`src/rtl/alsu_pkg.sv`:
```
// rtl/alsu_pkg.sv - shared types and defaults for the ALSU command sequencer
package alsu_pkg;

   localparam int DEF_DATA_W = 3;
   localparam int DEF_OUT_W  = 6;
   localparam int DEF_CNT_W  = 3;

   typedef enum logic [2:0] {
      OR     = 3'd0,
      XOR    = 3'd1,
      ADD    = 3'd2,
      MULT   = 3'd3,
      SHIFT  = 3'd4,
      ROTATE = 3'd5,
      INV6   = 3'd6,
      INV7   = 3'd7
   } opcode_e;

   typedef enum logic [2:0] {
      IDLE  = 3'd0,
      LOAD  = 3'd1,
      STEP  = 3'd2,
      ISSUE = 3'd3,
      WAIT1 = 3'd4,
      WAIT2 = 3'd5,
      RESP  = 3'd6
   } state_e;

   typedef struct packed {
      logic [2:0]                   opcode;
      logic signed [DEF_DATA_W-1:0] a;
      logic signed [DEF_DATA_W-1:0] b;
      logic                         cin;
      logic                         serial_in;
      logic                         direction;
      logic                         red_op_a;
      logic                         red_op_b;
      logic                         bypass_a;
      logic                         bypass_b;
      logic [DEF_CNT_W-1:0]         cnt;
   } alsu_cmd_t;

   function automatic logic is_shift_rot(input logic [2:0] op);
      return (op == 3'(SHIFT)) || (op == 3'(ROTATE));
   endfunction

endpackage

```
`src/rtl/alsu_inv_pred.sv`:
```
// rtl/alsu_inv_pred.sv - predicts whether the ALSU will flag a command invalid
module alsu_inv_pred
   import alsu_pkg::*;
(
   input  alsu_cmd_t cmd,
   output logic      inv,
   output logic      err,
   output logic      shift_cmd
);

   logic red_any;
   logic bypass_any;
   logic unused_bits;

   assign red_any    = cmd.red_op_a | cmd.red_op_b;
   assign bypass_any = cmd.bypass_a | cmd.bypass_b;

   assign inv = (red_any && (cmd.opcode[2:1] != 2'b00)) || (cmd.opcode[2:1] == 2'b11);
   assign err = inv && !bypass_any;

   // Only clean shift/rotate commands take the preload + step path.
   assign shift_cmd = is_shift_rot(cmd.opcode) && !inv && !bypass_any;

   assign unused_bits = ^{cmd.a, cmd.b, cmd.cin, cmd.serial_in, cmd.direction, cmd.cnt};

endmodule

```
`src/rtl/alsu_seq_ctrl.sv`:
```
// rtl/alsu_seq_ctrl.sv - one-command-at-a-time sequencer driving a 2-stage ALSU
module alsu_seq_ctrl
   import alsu_pkg::*;
#(
   parameter int DATA_W = DEF_DATA_W,
   parameter int OUT_W  = DEF_OUT_W,
   parameter int CNT_W  = DEF_CNT_W
) (
   input  logic                     clk,
   input  logic                     rst,

   input  logic                     cmd_valid,
   output logic                     cmd_ready,
   input  logic [2:0]               cmd_opcode,
   input  logic signed [DATA_W-1:0] cmd_A,
   input  logic signed [DATA_W-1:0] cmd_B,
   input  logic                     cmd_cin,
   input  logic                     cmd_serial_in,
   input  logic                     cmd_direction,
   input  logic                     cmd_red_op_A,
   input  logic                     cmd_red_op_B,
   input  logic                     cmd_bypass_A,
   input  logic                     cmd_bypass_B,
   input  logic [CNT_W-1:0]         cmd_cnt,

   output logic signed [DATA_W-1:0] alsu_A,
   output logic signed [DATA_W-1:0] alsu_B,
   output logic [2:0]               alsu_opcode,
   output logic                     alsu_cin,
   output logic                     alsu_serial_in,
   output logic                     alsu_direction,
   output logic                     alsu_red_op_A,
   output logic                     alsu_red_op_B,
   output logic                     alsu_bypass_A,
   output logic                     alsu_bypass_B,
   input  logic [OUT_W-1:0]         alsu_out,

   output logic                     rsp_valid,
   input  logic                     rsp_ready,
   output logic [OUT_W-1:0]         rsp_data,
   output logic                     rsp_err,
   output logic                     busy
);

   state_e           state;
   state_e           state_nxt;
   alsu_cmd_t        cmd_in;
   alsu_cmd_t        cmd_q;
   logic [CNT_W-1:0] step_cnt;
   logic             accept;
   logic             in_inv;
   logic             in_err;
   logic             in_shift;
   logic             err_q;

   assign cmd_in = '{
      opcode:    cmd_opcode,
      a:         cmd_A,
      b:         cmd_B,
      cin:       cmd_cin,
      serial_in: cmd_serial_in,
      direction: cmd_direction,
      red_op_a:  cmd_red_op_A,
      red_op_b:  cmd_red_op_B,
      bypass_a:  cmd_bypass_A,
      bypass_b:  cmd_bypass_B,
      cnt:       cmd_cnt
   };

   alsu_inv_pred u_inv_pred (
      .cmd       (cmd_in),
      .inv       (in_inv),
      .err       (in_err),
      .shift_cmd (in_shift)
   );

   assign accept = cmd_valid && (state == IDLE);

   always_ff @(posedge clk) begin
      if (rst) begin
         state <= IDLE;
      end else begin
         state <= state_nxt;
      end
   end

   always_comb begin
      state_nxt = state;
      case (state)
         IDLE:    if (accept) state_nxt = in_shift ? LOAD : ISSUE;
         LOAD:    state_nxt = STEP;
         STEP:    if (step_cnt == '0) state_nxt = WAIT1;
         ISSUE:   state_nxt = WAIT1;
         WAIT1:   state_nxt = WAIT2;
         WAIT2:   state_nxt = RESP;
         RESP:    if (rsp_ready) state_nxt = IDLE;
         default: state_nxt = IDLE;
      endcase
   end

   // Err is judged at accept time; in_inv is folded into it, the rest is datapath.
   always_ff @(posedge clk) begin
      if (rst) begin
         cmd_q    <= '0;
         err_q    <= 1'b0;
         step_cnt <= '0;
         rsp_data <= '0;
         rsp_err  <= 1'b0;
      end else begin
         if (accept) begin
            cmd_q <= cmd_in;
            err_q <= in_err && in_inv;
         end
         if (state == LOAD) begin
            step_cnt <= cmd_q.cnt;
         end else if ((state == STEP) && (step_cnt != '0)) begin
            step_cnt <= step_cnt - 1'b1;
         end
         if (state == WAIT2) begin
            rsp_data <= alsu_out;
            rsp_err  <= err_q;
         end
      end
   end

   // Any state not listed drives the all-zero idle pattern (OR of 0 with 0).
   always_comb begin
      cmd_ready      = 1'b0;
      rsp_valid      = 1'b0;
      busy           = (state != IDLE);
      alsu_A         = '0;
      alsu_B         = '0;
      alsu_opcode    = 3'(OR);
      alsu_cin       = 1'b0;
      alsu_serial_in = 1'b0;
      alsu_direction = 1'b0;
      alsu_red_op_A  = 1'b0;
      alsu_red_op_B  = 1'b0;
      alsu_bypass_A  = 1'b0;
      alsu_bypass_B  = 1'b0;
      case (state)
         IDLE: cmd_ready = 1'b1;
         LOAD: begin
            alsu_bypass_A = 1'b1;
            alsu_A        = cmd_q.a;
         end
         STEP: begin
            alsu_opcode    = cmd_q.opcode;
            alsu_direction = cmd_q.direction;
            alsu_serial_in = cmd_q.serial_in;
         end
         ISSUE: begin
            alsu_A         = cmd_q.a;
            alsu_B         = cmd_q.b;
            alsu_opcode    = cmd_q.opcode;
            alsu_cin       = cmd_q.cin;
            alsu_serial_in = cmd_q.serial_in;
            alsu_direction = cmd_q.direction;
            alsu_red_op_A  = cmd_q.red_op_a;
            alsu_red_op_B  = cmd_q.red_op_b;
            alsu_bypass_A  = cmd_q.bypass_a;
            alsu_bypass_B  = cmd_q.bypass_b;
         end
         RESP:    rsp_valid = 1'b1;
         default: ;
      endcase
   end

endmodule

```
`config.mk`:
```
export PLATFORM = sky130hd
export DESIGN_NAME = alsu_seq_ctrl
export DESIGN_NICKNAME = d
export VERILOG_FILES = /design/src/rtl/alsu_pkg.sv /design/src/rtl/alsu_inv_pred.sv /design/src/rtl/alsu_seq_ctrl.sv
export SDC_FILE = /design/constraint.sdc
export NUM_CORES = 1
export LEC_CHECK = 0
export BUFFER_PORTS_ARGS = -buffer_cell sky130_fd_sc_hd__buf_2
export CAP_MARGIN = 20
export CORE_MARGIN = 2
export CORE_UTILIZATION = 46
export CTS_BUF_LIST = sky130_fd_sc_hd__clkbuf_4
export DETAILED_ROUTE_END_ITERATION = 16
export PLACE_DENSITY = 0.86
export RECOVER_POWER = 50
export SLEW_MARGIN = 20
export SYNTH_ARGS = -nofsm -noshare
export SYNTH_HDL_FRONTEND = slang
export SYNTH_SLANG_ARGS = --single-unit
```
`constraint.sdc`:
```
create_clock -name clk -period 1.4 [get_ports clk]
set_input_delay 0.21 -clock clk [delete_from_list [all_inputs] [get_ports clk]]
set_output_delay 0.21 -clock clk [all_outputs]
set_load 0.01 [all_outputs]
```
# After elaboration in Yosys (flattened, before gate mapping)
# Cells that the tools add are included.
# op_classes
addsub,1
n_eq_ne,12
muxes,19
bitwise,2
reduce_logical,20
# ops
operator,count
$mux 3,8
$pmux 3 s7,1
$eq 3x3->1 const B,5
$mux 1,8
$logic_and 1x1->1,7
$eq 3x2->1 const B,2
$logic_not 3->1,2
$ne 2x2->1 const B,3
$reduce_bool 3->1,2
$reduce_bool 2->1,2
$reduce_or 2->1,2
$eq 3x1->1 const B,1
$reduce_and 3->1,1
$sub 3x1->3 const B,1
$eq 2x2->1 const B,1
$logic_not 1->1,2
$logic_or 1x1->1,2
$mux 2,1
$or 1x1->1,2
$pmux 1 s2,1
# totals
reg_bits,33
inputBits,29
elab_cells,70

# Logic depth before layout (Yosys ltp)
# Gate-level depths: netlist (run 1).
# depth
word_depth,9
depth_mapped,7
mapped_depth_nobuf,7

# By module
# Synthesis (run 1) repeated with hierarchy kept, for this count alone.
# unflattened
cells_unflattened,185
area_unflattened_um2,1532.7
# modules_own_cells
module,instances,cells_each,area_per_inst_um2,seq_area_each_um2
alsu_seq_ctrl,1,178,1486.4,660.6
alsu_inv_pred,1,7,46.3,0.0

# Worst setup path before layout (run 1)
# Ideal clock, no wire load.
# synth_path
path_kind,flip-flop to flip-flop
from,register step_cnt[0]
to,register step_cnt[0]
arrival_time_ps,1459
required_ps,1335
slack_ps,-124
stages_incl_launch_ff,8
n_path_buf,0
synth_period_minus_slack_ps,1524
path_cell_list,dfxtp_1 > inv_1 > ha_1 > ha_1 > or4b_4 > nor2_1 > a221oi_1 > nor2_1
# synth_via
elab_chain_cells,3
word_cells_on_any_way,6
# synth_lines
item,line_no,rtl
start: declaration,alsu_seq_ctrl.sv:49,logic [CNT_W-1:0] step_cnt;
start signal: assignment,alsu_seq_ctrl.sv:115,step_cnt <= cmd_q.cnt;
start signal: assignment,alsu_seq_ctrl.sv:117,step_cnt <= step_cnt - 1'b1;
$sub 3x1->3 or $reduce_bool 3->1 (tied branches),"alsu_seq_ctrl.sv:117, alsu_seq_ctrl.sv:116",
$mux 3 or $logic_and 1x1->1 (tied branches),alsu_seq_ctrl.sv:116,end else if ((state == STEP) && (step_cnt != '0)) begin
$mux 3 or $reduce_bool 2->1 (tied branches),n/a,
# Parallel ways exist; a longest one is shown, timed or not. The select of a mux whose other input is x is not followed.
# A chain may end at the register's enable or synchronous reset.

# Worst setup path after layout (run 1)
# layout_path
from,register step_cnt[1]
to,register step_cnt[1]
# Same word-level chain as after synthesis.

==> impl_summary.txt, run 1 <==
----------------------------------------------------
[Synth]
  Most instantiated library cell after synthesis ... sky130_fd_sc_hd__nand2_1
  Post-synthesis sequential area ratio ... 44.00%
  Leading cell types by total area after synthesis ... sky130_fd_sc_hd__dfxtp_1 44%, sky130_fd_sc_hd__nand2_1 10%, sky130_fd_sc_hd__a21oi_1 7.7%
  Flops & latches, synth ... 33
  Share of synthesized registers carrying an async set or reset ... 0%
  Syn Area/Cell ... 8.072 sq um
  Total number of yosys warnings ... 0
  Gate Count Post-Synth ... 186
  Top cell type by total area after synthesis ... sky130_fd_sc_hd__dfxtp_1
  Synthesized cell area ... 1501 sq um
  Nets in the synthesized netlist ... 219
  Cell types with the highest counts after synthesis ... 40 x sky130_fd_sc_hd__nand2_1, 33 x sky130_fd_sc_hd__dfxtp_1, 23 x sky130_fd_sc_hd__a21oi_1
  Library cells used by synthesis ... 28
  Share of the synthesized area in the top cell type ... 44.00%
  Leading register cell type out of synthesis ... sky130_fd_sc_hd__dfxtp_1
  Number of flops mapped to enable cells by yosys ... 0

[Pwr]
  Total power after layout ... 0.002732 W
  Combinational Power Share ... 32.8%
  Sequential fraction of design power ... 41.6%
  Power per Cell Area ... 1272 nW/um^2
  Clock share of power ... 25.6%
  Internal power component ... 0.001894 W
  Maximum VDD drop ... 0.9379 mV
  Switching Share ... 30.68%
  Leakage power of the design ... 1.023 nW
  Sw Pwr ... 0.0008382 W

[Worst setup path]
  Required @ worst endpoint ... 1.67 ns
  Kind of end point of the critical path ... flip-flop
  Setup slack, reg-to-reg ... -0.21 ns
  Arrival time of the worst setup path ... 1.88 ns
  Maximum fanout count along the critical path ... 3
  Startpoint kind of the worst setup timing path ... flip-flop
  Setup CP Type ... reg2reg

[STA]
  Slew at the pin closest to its max-slew limit ... 0.5242 ns
  Worst slew slack as a fraction of its limit ... 65.05%
  Final critical-path share of the clock period ... 114.8%
  RSZ-0062 raised after global routing ... yes
  Maximum clock skew at final layout ... 0.007659 ns
  Achievable Freq ... 0.6221 GHz
  Crit path setup slack, layout ... -0.2075 ns
  Crit path time final ... 1.608 ns
  Number of slew-limit violations in the final report ... 0
  Number of hold violations in the final report ... 0
  Final sum of negative setup slack ... -1.393 ns
  Hold Slack ... 0.09643 ns
  Endpoints failing setup ... 22

[Placed design]
  Count of input and output buffers ... 54
  Final weighted congestion in routability-driven placement ... 0.7910
  Placed Area ... 1912 sq um
  Detailed-placement wirelength estimate ... 2504 um

[Die]
  Initial Util ... 48.78%
  Overall die height ... 61.13 um
  Full die area ... 3737 sq um
  Top Ports ... 55
  Horizontal extent of the die ... 61.13 um
  Area of the core ... 3078 sq um
  Row count ... 20

[Cells and area]
  Post-route standard cell area excluding fillers ... 2148 sq um
  Area growth from synthesis to layout ... 43.08%
  Final core utilization ... 69.80%
  Proportion of layout cells with a drive suffix above 1 ... 39.45%
  Number of inserted diodes ... 0
  Net count, final ... 288

[Detailed routing]
  Routed vias/inst ... 4.913
  Wire length after detailed routing ... 3840 um
  Detailed-route DRC error count ... 0
  Number of nets with antenna violations after detailed routing ... 0
  Average routed wire per standard cell ... 12.80 um
  Number of violations reported at the end of detailed-routing iteration 0 ... 44
  Via count ... 1474
  Length of the first detailed-routing pass in iterations ... 4

[CTS]
  TritonCTS sink count ... 33
  Number of buffers added by the clock tree synthesis step ... 5
  Maximum count of clock buffers along a single path ... 2
  Total number of H-tree levels ... 2
  Root buffer selected by CTS ... sky130_fd_sc_hd__clkbuf_4
  Clk_lat worst skew ... 0.34 ns
  Hold buffer count at CTS ... 0
  Clock tree from TritonCTS ... yes
  Worst-path clk slew ... 0.10 ns

[Global routing]
  Antenna violations before repair ... 0
  Largest net degree at the start of global routing ... 29
  Residual overflow from global routing ... 0
  Global-route wire length before repair ... 6106 um
  Number of global-route vias before repair ... 1379
  Gr usage total ... 22.33%

[Run status]
  Violations in the final reports ... setup timing
  Outcome ... finished with violations

[Hold path]
  Type of the tightest min-delay check ... in2reg

[Run]
  Count of maximum capacitance violations ... 0

----------------------------------------------------
[path summary, 6_finish.rpt]
path	endpoint	depth (start not counted)	startpoint
min	cmd_q[0]	3	cmd_cnt[0]
min reg2reg	cmd_q[10]	2	cmd_q[10]
max reg2reg	step_cnt[1]	7	step_cnt[1]
max	step_cnt[1]	7	step_cnt[1]
[sequential cells by signal (all words and copies together) (netlist names)]
signal and flops:
cmd_q 19, err_q 1, rsp_data 6, rsp_err 1, state 3, step_cnt 3
[per-stage QoR]
stage	worst slack [ns]	instances
6_report	-0.2075	300
5_1_grt	-0.2343	300
4_1_cts	-0.1419	297
3_5_place_dp	-0.1693	284
3_3_place_gp	-0.09015	284
2_1_floorplan	-0.05859	186
[cells in the final DEF (no fill, tap or decap), types with 2 or more instances in the layout]
cell,Yosys,final
sky130_fd_sc_hd__inv_2,0,2
sky130_fd_sc_hd__dfxtp_4,0,2
sky130_fd_sc_hd__clkbuf_4,0,6
sky130_fd_sc_hd__inv_1,7,4
sky130_fd_sc_hd__buf_2,3,43
sky130_fd_sc_hd__o21ai_0,3,3
sky130_fd_sc_hd__a221oi_1,4,4
sky130_fd_sc_hd__and3_1,7,7
sky130_fd_sc_hd__a21oi_1,23,23
sky130_fd_sc_hd__nor2_2,0,2
sky130_fd_sc_hd__nor2b_4,0,2
sky130_fd_sc_hd__nand2_1,40,40
sky130_fd_sc_hd__buf_4,2,16
sky130_fd_sc_hd__dfxtp_1,33,28
sky130_fd_sc_hd__nor2_1,17,15
sky130_fd_sc_hd__buf_6,1,7
sky130_fd_sc_hd__mux2i_1,9,9
sky130_fd_sc_hd__dfxtp_2,0,3
sky130_fd_sc_hd__ha_4,0,3
sky130_fd_sc_hd__and2_1,10,5
sky130_fd_sc_hd__clkbuf_1,7,7
sky130_fd_sc_hd__nor3_1,3,2
sky130_fd_sc_hd__buf_12,0,2
sky130_fd_sc_hd__and2_4,0,5
[critical path, stage by stage, from the launching register on]
cell and delay (ns):
sky130_fd_sc_hd__dfxtp_2 0.35, sky130_fd_sc_hd__inv_2 0.04, sky130_fd_sc_hd__ha_4 0.15, sky130_fd_sc_hd__ha_4 0.15
sky130_fd_sc_hd__or4b_4 0.51, sky130_fd_sc_hd__nor2_2 0.14, sky130_fd_sc_hd__a221oi_1 0.07, sky130_fd_sc_hd__nor2_1 0.12
[final cells by class]
cell class / instances / area [sq um]
inverter: 7 / 28.78
clock inverter: 2 / 33.78
fill: 248 / 929.6
timing repair buffer: 75 / 480.5
sequential: 33 / 671.9
tap: 44 / 55.05
clock buffer: 6 / 45.04
multi-input combinational: 133 / 833.3
[metal layers]
metal,track usage (%),part of all wire [%]
met4,11.80,2.2
met2,35.87,50
met5,0,0
met1,27.90,43
met3,5.042,4.0
[power by group through the flow]
stage | Combinational (W) | Clock (W) | Sequential (W)
after detailed placement | 0.000732 | 0 | 0.00113
after global routing | 0.000981 | 0.000776 | 0.00115
after CTS | 0.000816 | 0.000716 | 0.00112
after floorplan | 0.000480 | 0 | 0.00110
final | 0.000897 | 0.000699 | 0.00114
after global placement | 0.000719 | 0 | 0.00112
[logic make-up after synthesis]
kind of cell,Yosys count,synth area share (%)
buf+inv,21,6.500
fa+ha+maj,4,3.333
flops,33,44.00
mux,9,6.000
compound gates,32,12.00
simple gates,87,28.17
[what timing repair did]
action                     4_1_cts  5_1_grt
buffers inserted                 5        2
hold endpoints to repair         0        0
setup endpoints to repair       22       37
pin swaps                        4        8
cloned                           0        1
gates resized for setup         20       11
No activity file was read; power rests on OpenSTA's default activity.
==> run 2, diff against run 1 <==
--- a/config.mk
+++ b/config.mk
@@ -5,10 +5,13 @@
 export SDC_FILE = /design/constraint.sdc
 export NUM_CORES = 1
 export LEC_CHECK = 0
+export ABC_AREA = 1
 export BUFFER_PORTS_ARGS = -buffer_cell sky130_fd_sc_hd__buf_2
 export CAP_MARGIN = 20
+export CELL_PAD_IN_SITES_DETAIL_PLACEMENT = 0
+export CELL_PAD_IN_SITES_GLOBAL_PLACEMENT = 1
 export CORE_MARGIN = 2
-export CORE_UTILIZATION = 46
+export CORE_UTILIZATION = 32
 export CTS_BUF_LIST = sky130_fd_sc_hd__clkbuf_4
 export DETAILED_ROUTE_END_ITERATION = 16
 export PLACE_DENSITY = 0.86
@@ -16,4 +19,5 @@
 export SLEW_MARGIN = 20
 export SYNTH_ARGS = -nofsm -noshare
 export SYNTH_HDL_FRONTEND = slang
+export SYNTH_HIERARCHICAL = 1
 export SYNTH_SLANG_ARGS = --single-unit
==> impl_summary.txt, run 2 <==
----------------------------------------------------
[Detailed routing]
  Length of the first detailed-routing pass in iterations ... 4
  Via count ... 1594
  Met3 wire length ... 222 um
  Average routed wire per standard cell ... 11.01 um
  Wire length on met2 ... 1806 um
  Wire length after detailed routing ... 3996 um
  Routed vias/inst ... 4.391
  Number of nets with antenna violations after detailed routing ... 0
  Met1 layer wirelength in the final routing ... 1914 um
  Number of violations reported at the end of detailed-routing iteration 0 ... 38
  Highest signal layer in the routed design ... met4
  Detailed-route DRC error count ... 0

[Pwr]
  Maximum VDD drop ... 0.7604 mV
  Power per Cell Area ... 1886 nW/um^2
  Leakage power of the design ... 0.9487 nW
  Combinational Power Share ... 49.2%
  Switching Share ... 40.30%
  Clock share of power ... 17.9%
  Sw Pwr ... 0.001618 W
  Internal power component ... 0.002396 W
  Sequential fraction of design power ... 32.9%

[Die]
  Horizontal extent of the die ... 74.55 um
  Initial Util ... 33.50%
  Overall die height ... 74.55 um
  Full die area ... 5558 sq um
  Area of the core ... 4755 sq um
  Top Ports ... 55
  Row count ... 25

[Cells and area]
  Area growth from synthesis to layout ... 33.62%
  Top Registers ... cmd_q: 19 flops, rsp_data: 6 flops
  Number of flip-flops under the largest register name ... 19
  Post-route standard cell area excluding fillers ... 2128 sq um
  Proportion of layout cells with a drive suffix above 1 ... 30.07%
  Final core utilization ... 44.76%
  Most common library cell in the layout ignoring fill and taps ... sky130_fd_sc_hd__buf_2
  Number of inserted diodes ... 0
  Top register by number of flip-flops ... cmd_q
  Commonest non-fill, non-tap cells in the layout ... 46 x sky130_fd_sc_hd__buf_2, 39 x sky130_fd_sc_hd__nand2_1, 32 x sky130_fd_sc_hd__inv_1, 30 x sky130_fd_sc_hd__dfxtp_1
  Net count, final ... 326

[Worst setup path]
  Maximum fanout count along the critical path ... 6
  Reg-to-Reg End ... rsp_data[3]
  Crit path buf inv count ... 2
  Worst flop-to-flop path startpoint ... state[0]
  Kind of end point of the critical path ... output pin
  Required @ worst endpoint ... 1.19 ns
  Critical path startpoint ... state[0]
  Slowest stage cell, crit path ... sky130_fd_sc_hd__dfxtp_2
  Startpoint kind of the worst setup timing path ... flip-flop
  Arrival time of the worst setup path ... 1.22 ns
  Crit path max-delay family ... flip-flops
  Ordered cell list for the critical path ... buf_4, nor2_1, nand2_1, buf_2
  Longest individual stage delay on the worst path ... 0.35 ns
  Worst Reg2Reg Path Length in Cells ... 4
  Setup slack, reg-to-reg ... 0.02 ns
  Setup CP Type ... reg2out

[Hold path]
  Number of stages on the worst hold path ... 3
  Type of the tightest min-delay check ... in2reg
  HP Start ... cmd_B[0]
  Min-Delay Endpoint ... cmd_q[10]

[Synth]
  Gate Count Post-Synth ... 229
  Number of flops mapped to enable cells by yosys ... 0
  Flops & latches, synth ... 33
  Synthesized cell area ... 1593 sq um
  Cell types with the highest counts after synthesis ... 43 x sky130_fd_sc_hd__nand2_1, 33 x sky130_fd_sc_hd__dfxtp_1, 32 x sky130_fd_sc_hd__inv_1, 32 x sky130_fd_sc_hd__nor2_1, 28 x sky130_fd_sc_hd__a21oi_1
  Total number of yosys warnings ... 6
  Leading register cell type out of synthesis ... sky130_fd_sc_hd__dfxtp_1
  Post-synthesis sequential area ratio ... 41.48%
  Share of the synthesized area in the top cell type ... 41.48%
  Leading cell types by total area after synthesis ... sky130_fd_sc_hd__dfxtp_1 41%, sky130_fd_sc_hd__nand2_1 10%, sky130_fd_sc_hd__a21oi_1 8.8%
  Share of synthesized registers carrying an async set or reset ... 0%
  Top cell type by total area after synthesis ... sky130_fd_sc_hd__dfxtp_1
  Most instantiated library cell after synthesis ... sky130_fd_sc_hd__nand2_1
  Nets in the synthesized netlist ... 260
  Syn Area/Cell ... 6.955 sq um
  Library cells used by synthesis ... 21

[STA]
  Crit path time final ... 1.432 ns
  Number of slew-limit violations in the final report ... 0
  Number of hold violations in the final report ... 0
  Crit path setup slack, layout ... -0.03226 ns
  Maximum clock skew at final layout ... 0.006871 ns
  Slew at the pin closest to its max-slew limit ... 0.4776 ns
  Worst slew slack as a fraction of its limit ... 68.07%
  RSZ-0062 raised after global routing ... yes
  Final critical-path share of the clock period ... 102.3%
  Endpoints failing setup ... 10
  Achievable Freq ... 0.6982 GHz

[Run status]
  Violations in the final reports ... setup timing
  Outcome ... finished with violations

[Placed design]
  Count of input and output buffers ... 54
  Placed Area ... 1914 sq um
  Detailed-placement wirelength estimate ... 2681 um
  Final weighted congestion in routability-driven placement ... 0.7693

[Run]
  Count of maximum capacitance violations ... 0

[CTS]
  Clk_lat worst skew ... 0.34 ns
  Number of buffers added by the clock tree synthesis step ... 5
  Total number of H-tree levels ... 2
  TritonCTS sink count ... 33
  Clock tree from TritonCTS ... yes
  Worst-path clk slew ... 0.10 ns
  Maximum count of clock buffers along a single path ... 2
  Root buffer selected by CTS ... sky130_fd_sc_hd__clkbuf_4

[Global routing]
  Gr usage total ... 15.09%
  Global-route wire length before repair ... 6348 um
  Largest net degree at the start of global routing ... 24
  Number of global-route vias before repair ... 1413
  Antenna violations before repair ... 0
  Residual overflow from global routing ... 0

----------------------------------------------------
==> run 2: cell type report <==
type                    instances  area [sq um]
inverters                      35         146.4
clock buffers                   6         45.04
fillers                       535          2626
clock inverters                 2         33.78
flip-flops and latches         33         669.4
well taps                      67         83.83
repair buffers                 69         384.1
multi-input cells             151         765.7
==> run 2: repair_timing <==
action                                  in CTS  in global routing
pin swaps                                    3                  5
hold buffers                                 0                  0
setup buffers                                4                  4
gates resized for setup                     15                 10
endpoints found under the setup margin      22                 29
==> run 2: worst max path at each step <==
stage          slack, ns          end  cells past startpoint
2_1_floorplan       0.14  step_cnt[0]                      9
4_1_cts            -0.05    cmd_ready                      5
3_5_place_dp       0.008  rsp_data[3]                      3
6_report           -0.03         busy                      4
3_3_place_gp        0.06  step_cnt[0]                      9
5_1_grt             -0.1    alsu_B[1]                      5
==> run 2: power groups by stage <==
stage               Sequential [W]  Clock [W]  Combinational, W
global placement           0.00130          0           0.00155
detailed placement         0.00131          0           0.00156
finish                     0.00132   0.000718           0.00198
global route               0.00135   0.000767           0.00223
CTS                        0.00130   0.000735           0.00179
floorplan                  0.00128          0           0.00122
==> run 2: worst min-delay path: stages <==
cell                      delay (ns)
sky130_fd_sc_hd__buf_2          0.10
sky130_fd_sc_hd__nand3_1        0.07
sky130_fd_sc_hd__a21oi_1        0.06
==> run 2: metal layers <==
layer	GRT usage (%)	vias to the layer above
li1	-	848
met5	0	-
met1	19.62	693
met3	3.930	7
met2	23.99	46
met4	5.952	0
==> run 2: cell families (layout without fill, tap and decap cells) <==
kind of cell               after synthesis  after routing  synth area share (%)
and+or+nand+nor                        113            113                 31.26
buffers and inverters                   45            112                 14.38
AOI/OAI and AO/OA                       36             36                 11.31
DFF                                     33             33                 41.48
adders and majority gates                2              2                 1.571
==> run 2: per-stage QoR <==
stage | instances | setup slack [ns] | power, W | TNS [ns] | hold slack (ns)
2_1_floorplan | 229 | 0.1387 | 0.002499 | 0 | 0.2791
3_3_place_gp | 347 | 0.06188 | 0.002856 | 0 | 0.4287
3_5_place_dp | 347 | 0.008440 | 0.002866 | 0 | 0.4327
4_1_cts | 359 | -0.05173 | 0.003830 | -0.4355 | 0.1131
5_1_grt | 363 | -0.09753 | 0.004341 | -1.617 | 0.1152
6_report | 363 | -0.03226 | 0.004014 | -0.1556 | 0.1274
